<file path="src/rtl/div_unit.sv">
// 32-bit restoring radix-2 divider, signed/unsigned, one quotient bit per clock.
// Divide-by-zero completes on the accepting edge with all-ones quotient and remainder = dividend.
module div_unit (
    input  logic        clk,
    input  logic        resetn,
    input  logic        div_valid,
    input  logic        div_signed,
    input  logic        cancel,
    input  logic [31:0] A,
    input  logic [31:0] B,
    output logic        div_ready,
    output logic        done,
    output logic [31:0] Quotient,
    output logic [31:0] Remainder,
    output logic        DivZero
);

    typedef enum logic [1:0] {
        IDLE = 2'd0,
        BUSY = 2'd1,
        DONE = 2'd2
    } state_t;

    state_t      state_q, state_d;
    logic [4:0]  cnt_q, cnt_d;
    logic [32:0] rem_q, rem_d;        // partial remainder
    logic [31:0] dvd_q, dvd_d;        // dividend shifts out the top, quotient bits shift in the bottom
    logic [31:0] dvs_q, dvs_d;        // divisor magnitude
    logic        q_neg_q, q_neg_d;
    logic        r_neg_q, r_neg_d;
    logic [31:0] quo_q, quo_d;
    logic [31:0] rmd_q, rmd_d;
    logic        dz_q, dz_d;

    // Operand magnitudes and signs at accept time
    logic        a_neg, b_neg;
    logic [31:0] a_mag, b_mag;
    logic        accept;

    // One restoring step
    logic [33:0] shifted;
    logic [33:0] trial;
    logic [32:0] rem_step;
    logic [31:0] q_step;
    logic [31:0] q_fix, r_fix;

    always_comb begin
        a_neg  = div_signed & A[31];
        b_neg  = div_signed & B[31];
        a_mag  = a_neg ? (32'd0 - A) : A;
        b_mag  = b_neg ? (32'd0 - B) : B;
        accept = (state_q == IDLE) && div_valid && !cancel;
    end

    always_comb begin
        shifted = {rem_q, dvd_q[31]};
        trial   = shifted - {2'b00, dvs_q};
        if (trial[33]) begin
            rem_step = shifted[32:0];
            q_step   = {dvd_q[30:0], 1'b0};
        end else begin
            rem_step = trial[32:0];
            q_step   = {dvd_q[30:0], 1'b1};
        end
        // Remainder magnitude is always below |B|, so its low 32 bits carry the full value
        q_fix = q_neg_q ? (32'd0 - q_step) : q_step;
        r_fix = r_neg_q ? (32'd0 - rem_step[31:0]) : rem_step[31:0];
    end

    always_comb begin
        state_d = state_q;
        cnt_d   = cnt_q;
        rem_d   = rem_q;
        dvd_d   = dvd_q;
        dvs_d   = dvs_q;
        q_neg_d = q_neg_q;
        r_neg_d = r_neg_q;
        quo_d   = quo_q;
        rmd_d   = rmd_q;
        dz_d    = dz_q;

        unique case (state_q)
            IDLE: begin
                if (accept) begin
                    if (B == 32'd0) begin
                        quo_d   = 32'hFFFF_FFFF;
                        rmd_d   = A;
                        dz_d    = 1'b1;
                        state_d = DONE;
                    end else begin
                        rem_d   = 33'd0;
                        dvd_d   = a_mag;
                        dvs_d   = b_mag;
                        q_neg_d = a_neg ^ b_neg;
                        r_neg_d = a_neg;
                        cnt_d   = 5'd31;
                        state_d = BUSY;
                    end
                end
            end
            BUSY: begin
                if (cancel) begin
                    state_d = IDLE;
                end else begin
                    rem_d = rem_step;
                    dvd_d = q_step;
                    cnt_d = cnt_q - 5'd1;
                    if (cnt_q == 5'd0) begin
                        quo_d   = q_fix;
                        rmd_d   = r_fix;
                        dz_d    = 1'b0;
                        state_d = DONE;
                    end
                end
            end
            DONE: begin
                state_d = IDLE;
            end
            default: begin
                state_d = IDLE;
            end
        endcase
    end

    always_ff @(posedge clk) begin
        if (!resetn) begin
            state_q <= IDLE;
            cnt_q   <= 5'd0;
            rem_q   <= 33'd0;
            dvd_q   <= 32'd0;
            dvs_q   <= 32'd0;
            q_neg_q <= 1'b0;
            r_neg_q <= 1'b0;
            quo_q   <= 32'd0;
            rmd_q   <= 32'd0;
            dz_q    <= 1'b0;
        end else begin
            state_q <= state_d;
            cnt_q   <= cnt_d;
            rem_q   <= rem_d;
            dvd_q   <= dvd_d;
            dvs_q   <= dvs_d;
            q_neg_q <= q_neg_d;
            r_neg_q <= r_neg_d;
            quo_q   <= quo_d;
            rmd_q   <= rmd_d;
            dz_q    <= dz_d;
        end
    end

    assign div_ready = (state_q == IDLE);
    assign done      = (state_q == DONE);
    assign Quotient  = quo_q;
    assign Remainder = rmd_q;
    assign DivZero   = dz_q;

endmodule

</file>
<file path="config.mk">
export PLATFORM = sky130hd
export DESIGN_NAME = div_unit
export DESIGN_NICKNAME = d
export VERILOG_FILES = /design/src/rtl/div_unit.sv
export SDC_FILE = /design/constraint.sdc
export NUM_CORES = 1
export LEC_CHECK = 0
export ABC_AREA = 0
export BUFFER_PORTS_ARGS = -buffer_cell sky130_fd_sc_hd__buf_2
export CAP_MARGIN = 15
export CELL_PAD_IN_SITES_DETAIL_PLACEMENT = 0
export CELL_PAD_IN_SITES_GLOBAL_PLACEMENT = 1
export CORE_ASPECT_RATIO = 0.6
export CORE_MARGIN = 4
export CORE_UTILIZATION = 25
export CTS_CLUSTER_DIAMETER = 30
export CTS_CLUSTER_SIZE = 12
export DETAILED_ROUTE_END_ITERATION = 16
export PLACE_DENSITY_LB_ADDON = 0.25
export SLEW_MARGIN = 25
export SYNTH_ARGS = -nofsm -noshare
export SYNTH_HDL_FRONTEND = slang
export SYNTH_SLANG_ARGS = --single-unit
</file>
<file path="constraint.sdc">
create_clock -name clk -period 5.4 [get_ports clk]
set_input_delay 0.54 -clock clk [delete_from_list [all_inputs] [get_ports clk]]
set_output_delay 0.54 -clock clk [all_outputs]
set_load 0.1 [all_outputs]
</file>
==> results.md, run 1 <==
* Most frequent cells in the layout: 283 x nor2_1, 171 x dfxtp_1, 166 x a21oi_1, 135 x buf_2, 99 x nand2_1
* FF+latch area at 3420 µm²
* CTS tree: built
* Combined area of the multi-input logic cells at 8040 µm²
* RR Endpoint: Remainder[30]
* Fill count at 5120
* Layout area overhead at 15.8%
* Switching pwr at 1.20 mW
* Gate Count Post-Synth at 1599
* Die ar. at 51900 µm²
* Final TNS setup at 0 ns
* Synth Register Bits at 171
* Startpoint Class: flop
* CP required at 5.74 ns
* Commonest non-fill, non-tap cell in the layout: nor2_1
* DR vias/cell at 5.24
* Htree depth at 4
* Worst-case reg-to-reg path depth at 19
* Share of flip-flops with an asynchronous set or reset at 0
* Worst rel slew slack at 0.277
* Final Max Slew Viols at 0
* Post-Place Cells at 2294
* Sequential power share at 0.388
* Combinational group share of total power at 0.235
* Vias post-DR at 12200
* Clock power frac at 0.377
* Total routed wirelength at 45900 µm
* LEAKAGE at 5.39 nW
* Vias in the first global route at 11400
* Final setup viols at 0
* Sink Count at 171
* First drt pass iteration count at 5
* Post-synth top area share at 0.284
* Mapped cell area at 12000 µm²
* Syn Area/Cell at 7.54 µm²
* Gpl congestion at 0.913
* Port bufs at 135
* Switch share at 0.345
* Post-synth EDFFs at 0
* Final period utilization at 0.953
* Critical path origin: rem_q[17]
* CTS clk-pin slew, worst paths at 0.08 ns
* Total grt overflow at 0
* VDD IR max at 0.000206 V
* CTS Buf Count at 17
* Highest routed layer: met5
* Tmin final at 5.15 ns
* Fin. Hold Viols at 0
* Mapped Nets at 1707
* Launching point of the worst reg2reg path: rem_q[17]
* Max Clk Rate at 194 MHz
* DRC at 0
* Share of cells above drive strength 1 at 0.148
* WL met1 at 25100 µm
* Met3 wire len at 2690 µm
* Total core area at 46900 µm²
* Initial antenna violation count at 3
* Iter 0 DRT Violations at 1115
* Critical path type: reg -> reg
* Maxcap violations at 0
* Ys Warns at 0
* PwrDens at 250 nW/µm²
* Final #Nets at 1791
* Post-synthesis sequential area ratio at 0.284
* Worst-Skew Late Latency at 0.46 ns
* Hold Crit Class: in -> reg
* Worst Setup EP: Remainder[30]
* Antenna Violating Nets Remaining at 0
* Setup bufs post-CTS at 0
* Tot GR Track Use at 0.174
* Root Driver: clkbuf_16
* Total Power at 3.49 mW
* Final core utilization at 0.297
* RSZ-0062 raised after global routing: false
* I/O pins at 136
* Worst-Margin Slew at 1.08 ns
* Main area contributors after synthesis: dfxtp_1 28%, nor2_1 8.9%, a21oi_1 6.9%
* DP HPWL at 35700 µm
* CP Capture Type: flop
* Initial core utilization at 0.257
* First-pass GRT wire length at 70200 µm
* Max Root-Sink Buffers at 2
* Dominant synthesized flop cell: dfxtp_1
* Antenna fix cells at 0
* Internal power at 2.28 mW
* Rows at 61
* Largest net degree at the start of global routing at 79
* Finished Layout Cells at 2326
* Setup Skew at 0.0169 ns
* Die X-Extent at 291 µm
* Cell variety after synth at 88
* Synth area leader: dfxtp_1
* Status: finished, final reports clean
* Worst-path maximum fanout at 7
* Die Ht at 178 µm
* Detailed-route wire length per cell at 19.7 µm
* Routed wl met2 at 17200 µm
* WP data arrival at 5.48 ns
* Worst R2R Setup Slack at 0.25 ns
-- synth_stat cells (14+ instances only) --
cell and n:
o31ai_1 23, or3_1 14, clkbuf_1 68, inv_1 47
nand3_1 16, a211oi_1 71, mux2i_1 30, xor2_1 75
ha_1 38, nor4_1 19, nand4_1 14, or4_1 16
a21oi_1 166, xnor2_1 55, a22oi_1 16, o21ai_0 90
nand2_1 99, nor3_1 34, buf_2 17, nor2_1 286
dfxtp_1 171
-- worst max-delay path, stage by stage, from the launching register on --
cell and delay [ns]:
dfxtp_1 0.37, ha_1 0.44, a21oi_1 0.10, o21ai_0 0.53, a211oi_1 0.24, o31ai_4 0.46
o21a_1 0.38, nor2_4 0.11, inv_2 0.14, nor2_1 0.05, a21oi_1 0.22, ha_1 0.32
nand2_1 0.16, nor3_1 0.23, o21ai_0 0.14, o41ai_2 0.09, and3_1 0.29, nand3_1 0.18
o2111ai_1 0.22, or3b_1 0.35
-- power by group through the flow --
stage | sequential, mW | combinational [mW] | clock (mW)
finish | 1.35 | 0.821 | 1.31
global placement | 1.38 | 0.809 | 0
CTS | 1.35 | 0.812 | 1.35
detailed placement | 1.38 | 0.807 | 0
floorplan | 1.42 | 0.513 | 0
global route | 1.36 | 0.901 | 1.40
-- routing by layer --
layer	up-vias	GRT usage
li1	5992	-
met2	356	0.232
met3	41	0.0297
met4	4	0.0403
met5	-	0
met1	5786	0.281
-- cells by family (layout without fill, tap and decap cells) --
logic type,Yosys count,after routing,synth area share
and+or+nand+nor,581,581,0.228
AOI/OAI and AO/OA,497,497,0.273
DFF,171,171,0.284
buffers and inverters,150,247,0.0535
xor gates and xnor gates,130,130,0.0945
adders and majority gates,39,39,0.0411
muxes,31,31,0.0259
-- per-stage QoR --
step                cell area, µm²  hold WS [ns]  worst slack, ns
global placement             13300         0.474            0.497
finish                       14000         0.394            0.254
global route                 14000         0.381         0.000526
detailed placement           13300         0.480            0.408
CTS                          13900         0.368            0.356
floorplan                    12000         0.450            0.818
-- flip-flops by register name, indices dropped and copies added, names as in the netlist --
name       count
DivZero        1
Remainder     32
dvd_q         32
Quotient      32
q_neg_q        1
dvs_q         32
cnt_q          5
r_neg_q        1
rem_q         33
state_q        2
-- worst min path at each step --
stage | start | to | cells past startpoint
after floorplan | dvs_q[31] | dvs_q[31] | 2
after global placement | r_neg_q | r_neg_q | 2
after detailed placement | dvs_q[31] | dvs_q[31] | 2
after CTS | A[6] | Remainder[6] | 3
after global routing | B[0] | dvs_q[0] | 3
final | B[0] | dvs_q[0] | 3
-- repair_timing --
action                                  CTS  global route
gates resized for setup                   0             3
hold buffers                              0             0
endpoints found under the setup margin    0             1
-- layout make-up --
type | count | share of cell area
flip-flops and latches | 171 | 0.245
multi-input cells | 1278 | 0.576
inverters | 50 | 0.0136
clock buffers | 18 | 0.0315
well taps | 630 | 0.0565
repair buffers | 165 | 0.0655
clock inverters | 14 | 0.0115
Power figures use the tool's default switching activity.
==> inputs of run 2 (changes only) <==
--- a/config.mk
+++ b/config.mk
@@ -17,6 +17,7 @@
 export CTS_CLUSTER_SIZE = 12
 export DETAILED_ROUTE_END_ITERATION = 16
 export PLACE_DENSITY_LB_ADDON = 0.25
+export REMOVE_ABC_BUFFERS = 1
 export SLEW_MARGIN = 25
 export SYNTH_ARGS = -nofsm -noshare
 export SYNTH_HDL_FRONTEND = slang
==> constraint.sdc (replaced) <==
create_clock -name clk -period 4.2 [get_ports clk]
set_input_delay 0.42 -clock clk [delete_from_list [all_inputs] [get_ports clk]]
set_output_delay 0.42 -clock clk [all_outputs]
set_load 0.1 [all_outputs]
==> results.md, run 2 (synthesis gave the netlist of run 1 again) <==
* Hold path depth at 3 (unchanged)
* Most flop-heavy register: rem_q (unchanged)
* Final Max Slew Viols at 0 (unchanged)
* CTS clk-pin slew, worst paths at 0.08 ns (about the same)
* Vias post-DR at 12500 (was 12200)
* DRC at 0 (unchanged)
* Share of cells above drive strength 1 at 0.240 (was 0.148)
* Total core area at 46900 µm² (unchanged)
* Placement-stage cell area at 14500 µm² (was 13300 µm²)
* CTS Buf Count at 17 (unchanged)
* Most frequent cells in the layout: 282 x nor2_1, 169 x dfxtp_1, 169 x buf_4, 159 x a21oi_1, 135 x buf_2 (was 283 x nor2_1, 171 x dfxtp_1, 166 x a21oi_1, 135 x buf_2, 99 x nand2_1)
* Initial core utilization at 0.257 (unchanged)
* Final #Nets at 1938 (was 1791)
* Antenna fix cells at 0 (unchanged)
* Startpoint Class: flop (unchanged)
* Max FFs per register at 33 (unchanged)
* Hold Buf Count CTS at 0 (unchanged)
* Worst-Margin Slew at 1.01 ns (was 1.08 ns)
* LEAKAGE at 6.19 nW (was 5.39 nW)
* Max Root-Sink Buffers at 2 (unchanged)
* Top delay family on crit path: compound AO/OA/AOI/OAI gates (unchanged)
* Worst-Skew Late Latency at 0.46 ns (about the same)
* Gpl congestion at 0.887 (was 0.913)
* Worst-case reg-to-reg path depth at 16 (was 19)
* Die X-Extent at 291 µm (unchanged)
* Port bufs at 135 (unchanged)
* Hold Crit Class: in -> reg (unchanged)
* CTS tree: built (unchanged)
* Finished Layout Cells at 2473 (was 2326)
* Rows at 61 (unchanged)
* I/O pins at 136 (unchanged)
* Max Clk Rate at 243 MHz (was 194 MHz)
* Initial antenna violation count at 0 (was 3)
* Largest stage delay, worst path at 0.44 ns (was 0.53 ns)
* Vias in the first global route at 12100 (was 11400)
* Tmin final at 4.12 ns (was 5.15 ns)
* Detailed-route wire length per cell at 18.6 µm (was 19.7 µm)
* Fin. Hold Viols at 0 (unchanged)
* RSZ-0062 raised after global routing: true (was false)
* Tot GR Track Use at 0.174 (about the same)
* First-pass GRT wire length at 71200 µm (was 70200 µm)
* Iter 0 DRT Violations at 1050 (was 1115)
* Critical path type: reg -> reg (unchanged)
* First drt pass iteration count at 5 (unchanged)
* Commonest non-fill, non-tap cell in the layout: nor2_1 (unchanged)
* Setup Skew at 0.0129 ns (was 0.0169 ns)
* RR Endpoint: Remainder[30] (unchanged)
* Htree depth at 4 (unchanged)
* DP HPWL at 36200 µm (was 35700 µm)
* Maxcap violations at 0 (unchanged)
* Root Driver: clkbuf_16 (unchanged)
* Total grt overflow at 0 (unchanged)
* Antenna Violating Nets Remaining at 0 (unchanged)
* Worst-path maximum fanout at 6 (was 7)
* Crit-path slowest cell: dfxtp_1 (was o21ai_0)
* Final setup viols at 0 (unchanged)
* CP Capture Type: flop (unchanged)
* Launching point of the worst reg2reg path: rem_q[21] (was rem_q[17])
* DR vias/cell at 5.07 (was 5.24)
* CP Depth at 16 (was 19)
* HP Start: B[0] (unchanged)
* Worst R2R Setup Slack at 0.08 ns (was 0.25 ns)
* PwrDens at 301 nW/µm² (was 250 nW/µm²)
* Largest net degree at the start of global routing at 77 (was 79)
* Final instance area at 15500 µm² (was 14000 µm²)
* VDD IR max at 0.000261 V (was 0.000206 V)
* Die ar. at 51900 µm² (unchanged)
* Hold Path Sink: dvs_q[0] (unchanged)
* Worst path bufs/invs at 1 (unchanged)
* Worst rel slew slack at 0.319 (was 0.277)
* Crit-path cells: ha_1 > buf_4 > a21oi_1 > o21ai_0 > a211oi_2 > o31ai_4 > o21a_1 > nor2_4 > mux2i_2 > ha_4 > nand2_4 > o41ai_4 > and3_4 > nand3_2 > o2111ai_2 > or3b_1 (was ha_1 > a21oi_1 > o21ai_0 > a211oi_1 > o31ai_4 > o21a_1 > nor2_4 > inv_2 > nor2_1 > a21oi_1 > ha_1 > nand2_1 > nor3_1 > o21ai_0 > o41ai_2 > and3_1 > nand3_1 > o2111ai_1 > or3b_1)
* Final core utilization at 0.330 (was 0.297)
* Sink Count at 171 (unchanged)
* Total routed wirelength at 45900 µm (about the same)
* Layout area overhead at 28.5% (was 15.8%)
* CP required at 4.53 ns (was 5.74 ns)
* Die Ht at 178 µm (unchanged)
* Final TNS setup at 0 ns (unchanged)
* Post-Place Cells at 2437 (was 2294)
* Status: finished, final reports clean (unchanged)
* WP data arrival at 4.45 ns (was 5.48 ns)
* Final period utilization at 0.980 (was 0.953)
==> run 2: cell types whose count changed in the layout (fill, tap and decap cells not counted), moves of 3 or more <==
cell       delta
a211oi_1      -3
a21oi_1       -7
a21oi_2       +5
buf_12        +6
buf_4       +140
ha_1          -7
ha_4          +7
inv_6         +4
nor4_1        -3
o2111ai_1     -3
o2111ai_2     +3
o21ai_0       -6
o21ai_1       +5
==> run 2: through the flow <==
| stage | power, mW | hold slack [ns] | setup slack [ns] |
|---|---|---|---|
| 4_1_cts | 4.65 | 0.234 | 0.00301 |
| 5_1_grt | 4.91 | 0.276 | -0.108 |
| 6_report | 4.66 | 0.253 | 0.0828 |
| 2_1_floorplan | 2.46 | 0.450 | -2.23 |
| 3_5_place_dp | 2.92 | 0.489 | -0.133 |
| 3_3_place_gp | 2.91 | 0.468 | -0.0225 |
==> run 2: final cells by class <==
cell class	instances	area [µm²]
sequential	171	3430
tap	630	788
clock buffer	17	425
timing repair buffer	312	2100
inverter	50	190
fill	5078	31500
clock inverter	15	185
multi-input combinational	1278	8370
==> run 2: report_power, final <==
part           internal, mW  total (mW)  switching, mW
Clock                 0.901        1.71          0.808
Sequential             1.68        1.74         0.0561
Combinational         0.479        1.22          0.738
Total                  3.06        4.66           1.60
==> run 2: timing repair <==
action / CTS / global route
pin swaps: 2 / 20
buffers inserted: 0 / 4
endpoints found under the hold margin: 0 / 0
gates cloned: 0 / 0
endpoints found under the setup margin: 10 / 25
gates resized for setup: 14 / 56
==> run 2: worst max-delay path by stage <==
stage / startpoint / end / slack [ns]
after floorplan: B[21] / cnt_q[3] / -2.23
after global placement: dvs_q[14] / Remainder[30] / -0.02
after detailed placement: dvs_q[16] / Remainder[30] / -0.13
after CTS: dvs_q[20] / Remainder[30] / 0.003
after global routing: dvs_q[19] / Remainder[30] / -0.11
final: rem_q[21] / Remainder[30] / 0.08
==> run 2: layer usage <==
metal,part of all wire,vias up,GRT usage
met5,0,-,0
met4,0.0088,0,0.0320
met3,0.041,22,0.0276
met2,0.40,281,0.248
met1,0.55,5981,0.274
li1,-,6263,-
==> run 2: worst reg2reg max path: stages (launching register included) <==
cell and delay (ns):
dfxtp_1 0.44, ha_1 0.29, buf_4 0.16, a21oi_1 0.18
o21ai_0 0.12, a211oi_2 0.25, o31ai_4 0.15, o21a_1 0.24
nor2_4 0.25, mux2i_2 0.35, ha_4 0.23, nand2_4 0.07
o41ai_4 0.36, and3_4 0.27, nand3_2 0.10, o2111ai_2 0.19
or3b_1 0.37
